===== src/rtl/tdm_demux4_rx.sv =====
// tdm_demux4_rx: receive side of a LANES-slot time-division link.
// Rebuilds the parallel word from one bit per strobe, tracks frame sync and
// hands completed words to a one-entry valid/ready output buffer.
//
// state   | meaning
// --------+--------------------------------------------------------------
// HUNT    | waiting for a strobe with frame_in to mark slot 0
// COLLECT | frame in progress; slot_q is the next slot to be written
module tdm_demux4_rx #(
    parameter int LANES = 4,                 // must be >= 2
    parameter int SEL_W = $clog2(LANES)
) (
    input  logic             clock_in,
    input  logic             reset_in,
    input  logic             serial_in,
    input  logic             strobe_in,
    input  logic             frame_in,
    output logic [SEL_W-1:0] sel_out,
    output logic [LANES-1:0] data_out,
    output logic             valid_out,
    input  logic             ready_in,
    output logic             frame_err_out,
    output logic             overrun_out
);

    typedef enum logic {
        S_HUNT    = 1'b0,
        S_COLLECT = 1'b1
    } state_t;

    localparam logic [SEL_W-1:0] LAST_SLOT = SEL_W'(LANES - 1);
    localparam logic [SEL_W-1:0] SLOT_ONE  = SEL_W'(1);

    state_t             state_q, state_d;
    logic [SEL_W-1:0]   slot_q, slot_d;
    logic [LANES-1:0]   asm_q, asm_d;
    logic [LANES-1:0]   data_q, data_d;
    logic               valid_q, valid_d;
    logic               frame_err_q, frame_err_d;
    logic               overrun_q, overrun_d;
    logic               complete;

    // Next-state: frame tracking, slot assembly and output buffer handoff.
    always_comb begin
        state_d     = state_q;
        slot_d      = slot_q;
        asm_d       = asm_q;
        data_d      = data_q;
        valid_d     = valid_q;
        frame_err_d = 1'b0;
        overrun_d   = 1'b0;
        complete    = 1'b0;

        if (strobe_in) begin
            case (state_q)
                S_HUNT: begin
                    // Bits before the first frame marker are discarded.
                    if (frame_in) begin
                        asm_d    = '0;
                        asm_d[0] = serial_in;
                        slot_d   = SLOT_ONE;
                        state_d  = S_COLLECT;
                    end
                end
                S_COLLECT: begin
                    if (frame_in) begin
                        // Early marker: abandon the partial word and resync.
                        frame_err_d = 1'b1;
                        asm_d       = '0;
                        asm_d[0]    = serial_in;
                        slot_d      = SLOT_ONE;
                    end else begin
                        asm_d[slot_q] = serial_in;
                        if (slot_q == LAST_SLOT) begin
                            complete = 1'b1;
                            slot_d   = '0;
                            state_d  = S_HUNT;
                        end else begin
                            slot_d = slot_q + SLOT_ONE;
                        end
                    end
                end
                default: state_d = S_HUNT;
            endcase
        end

        // A completed word only displaces the buffered one if it is consumed
        // in the same cycle; otherwise the new word is the one dropped.
        if (complete) begin
            if (!valid_q || ready_in) begin
                data_d  = asm_d;
                valid_d = 1'b1;
            end else begin
                overrun_d = 1'b1;
            end
        end else if (valid_q && ready_in) begin
            valid_d = 1'b0;
        end
    end

    // State and output registers; reset drops any partial frame.
    always_ff @(posedge clock_in or posedge reset_in) begin
        if (reset_in) begin
            state_q     <= S_HUNT;
            slot_q      <= '0;
            asm_q       <= '0;
            data_q      <= '0;
            valid_q     <= 1'b0;
            frame_err_q <= 1'b0;
            overrun_q   <= 1'b0;
        end else begin
            state_q     <= state_d;
            slot_q      <= slot_d;
            asm_q       <= asm_d;
            data_q      <= data_d;
            valid_q     <= valid_d;
            frame_err_q <= frame_err_d;
            overrun_q   <= overrun_d;
        end
    end

    assign sel_out       = slot_q;
    assign data_out      = data_q;
    assign valid_out     = valid_q;
    assign frame_err_out = frame_err_q;
    assign overrun_out   = overrun_q;

endmodule

===== config.mk =====
export PLATFORM = sky130hd
export DESIGN_NAME = tdm_demux4_rx
export DESIGN_NICKNAME = d
export VERILOG_FILES = /design/src/rtl/tdm_demux4_rx.sv
export SDC_FILE = /design/constraint.sdc
export NUM_CORES = 1
export LEC_CHECK = 0
export CAP_MARGIN = 5
export CORE_MARGIN = 2
export CORE_UTILIZATION = 53
export DETAILED_ROUTE_END_ITERATION = 8
export PLACE_DENSITY = 0.9
export SLEW_MARGIN = 5
export SYNTH_ARGS = -nofsm -noshare
export SYNTH_HDL_FRONTEND = slang
export SYNTH_SLANG_ARGS = --single-unit

===== constraint.sdc =====
create_clock -name clock_in -period 4.32 [get_ports clock_in]
set_input_delay 0.864 -clock clock_in [delete_from_list [all_inputs] [get_ports clock_in]]
set_output_delay 0.864 -clock clock_in [all_outputs]
set_load 0.01 [all_outputs]

==> run summary <==
outcome: completed
slew margin rel.: 65.7%
CP cell instances: clkdlybuf4s50_1, nand4b_2, nor2b_4, mux2_4
setup TNS: 0 ps
max_cap viols: 0
clk root buf: clkbuf_4
WS Path Type: input port to flop
Synth async-reset ratio: 100%
Worst Hold Class: flop to flop
origin of the worst setup path: frame_in
vias in the first global route: 461
internal power: 0.000335 W
Initial Utilization: 58.1%
Mapped Area: 766 um2
CTS resizes: 0
Overflow after GRT: 0
GRT Total Usage: 16.1%
slowest stage cell, crit path: clkdlybuf4s50_1
drt pass-1 iters: 2
final setup vio count: 0
Final Hold Fails: 0
Peak VDD IR: 0.308 mV
Clock transition at path regs: 80 ps
largest net degree at the start of global routing: 17
WP data required: 4480 ps
Synth top area share: 45.8%
CP peak stage delay: 650 ps
first-pass GRT wire length: 2.13 mm
Antenna Nets Post-Route: 0
Synth area leader: dfrtp_1
hold_buf cts: 0
Fin Hold WS: 526 ps
unrepaired setup endpoints after global routing: no
worst r2r path cells: 4
sequential power share: 42.9%
fraction of layout cells with a size suffix above 1: 20.3%
final net count: 90
Least-Margin Pin Slew: 513 ps
Port Buffers: 14
routed length per instance: 12.9 um
GP Congestion: 0.745
Area contributors post-synth: dfrtp_1 46%, mux2_4 7.8%, ha_1 6.5%
DIE AREA: 1760 um2
initial antenna violation count: 0
Post-synth EDFFs: 0
Yosys reg bits: 14
Reg2Reg Setup Slack: 2750 ps
R2R Path End: data_out[3]$_DFFE_PP0P_
CP Launch Type: input port
Hold Path Sink: asm_q[2]$_DFF_PP0_
Vias: 496
Synthesized Nets: 74
Tcrit/Tclk final: 52.8%
Num CTS Buffers: 3
P&R area growth vs syn: 22.4%
Clock Power Share: 18.3%
CTS sink count: 14
top-count cell post-synth: dfrtp_1
initial detailed-routing violation count: 8
DRC Markers: 0
Worst Path Max Fanout: 14
Sw Share: 32.5%
setup slack after placement: 1750 ps
Switch Pwr: 0.000161 W
cell count after placement: 90
Synth Flop Type: dfrtp_1
Setup crit end kind: flop
Layout Skew: 2.28 ps
CTS max path bufs: 2
fillers: 86
worst skew pair latency: 270 ps
Post-Route WL: 1.21 mm
Slew Viols, Final: 0
syn avg cell area: 12.0 um2
Reg-to-Reg Start: sel_out[0]$_DFFE_PP0P_
Cell variety after synth: 24
setup ws final: 2040 ps
Die Ht: 42.0 um
DP HPWL: 898 um
num ports: 15
leakage power: 0.432 nW
Seq/Total Area, Yosys: 45.8%
via-per-instance ratio: 5.28
Diodes inserted: 0
core area: 1320 um2
Cell Count, Final, Fillers Out: 94
Ys Warns: 0
power per cell area: 530 nW/um2
Hold Crit Depth: 2
CTS tree: built
critical path arrival: 2440 ps
post-CTS setup buffer count: 0
combinational group share of total power: 38.7%
minimum clock period: 2280 ps
CTS H-Tree Depth: 1
Hold Startpoint: asm_q[2]$_DFF_PP0_
row count: 13
cells after synthesis: 64
Post-synth top cells: 14 x dfrtp_1, 7 x nand2b_1, 6 x nand2_1
FMAX: 439 MHz
die width: 42.0 um
==> cells in the final DEF (no fill, tap or decap), types with 2 or more instances in the layout <==
cell             count
and2_1               3
mux2_4               4
clkdlybuf4s50_1     14
nand4_1              2
o221ai_2             3
dfrtp_1             14
o21ai_1              2
ha_1                 4
nand2b_1             7
clkbuf_4             3
inv_1                3
nor2_1               2
a22o_1               2
nand2_1              6
==> power groups by stage <==
stage | Combinational [W] | Clock [W] | Sequential, W
after floorplan | 0.000128 | 0 | 0.000211
after CTS | 0.000195 | 0.0000953 | 0.000213
after global routing | 0.000212 | 0.000101 | 0.000219
after detailed placement | 0.000196 | 0 | 0.000213
final | 0.000192 | 0.0000909 | 0.000213
after global placement | 0.000192 | 0 | 0.000212
==> critical path: cells and delay by family <==
kind	cells	cell delay, ps
buffers and inverters	1	650
and+or+nand+nor	2	610
muxes	1	320
==> layer usage <==
| layer | global-route usage, % | vias to the layer above | share of wire (%) |
|---|---|---|---|
| met4 | 3.75 | 0 | 0.66 |
| met3 | 6.47 | 2 | 3.7 |
| met1 | 22.0 | 232 | 50 |
| met2 | 24.1 | 11 | 46 |
| li1 | - | 251 | - |
| met5 | 0 | - | 0 |
==> cells by family after synthesis <==
logic type | synth area share, %
AO/OA/AOI/OAI | 13.1
adder cells (fa/ha/maj) | 6.54
buffers and inverters | 4.57
flip-flops | 45.8
multiplexers | 7.84
AND/OR/NAND/NOR | 22.2
==> area by class of cell <==
class	count	area, um2	area share, %
Clock buffer	4	36.3	3.87
Tap cell	15	18.8	2.00
Multi-Input combinational cell	44	380	40.6
Sequential cell	14	350	37.4
Inverter	3	11.3	1.20
Timing Repair Buffer	14	140	15.0
==> registers in the layout, indices dropped and copies added (netlist names) <==
signal         flops
sel_out            2
data_out           4
overrun_out        1
asm_q              4
valid_out          1
state_q            1
frame_err_out      1
==> through the flow <==
| stage | util (%) | cell area (um2) | power (W) |
|---|---|---|---|
| final | 71.1 | 937 | 0.000496 |
| after global routing | 71.1 | 937 | 0.000532 |
| after CTS | 71.1 | 937 | 0.000503 |
| after detailed placement | 68.4 | 901 | 0.000408 |
| after global placement | 68.4 | 901 | 0.000404 |
| after floorplan | - | 766 | 0.000339 |
==> worst max-delay path by stage <==
stage / to / slack [ps] / cells past startpoint
after floorplan: data_out[0]$_DFFE_PP0P_ / 2590 / 3
after global placement: data_out[0]$_DFFE_PP0P_ / 1770 / 4
after detailed placement: data_out[2]$_DFFE_PP0P_ / 1750 / 4
after CTS: data_out[3]$_DFFE_PP0P_ / 2050 / 4
after global routing: data_out[3]$_DFFE_PP0P_ / 1960 / 4
final: data_out[3]$_DFFE_PP0P_ / 2040 / 4
(Power assumes the default switching activity.)
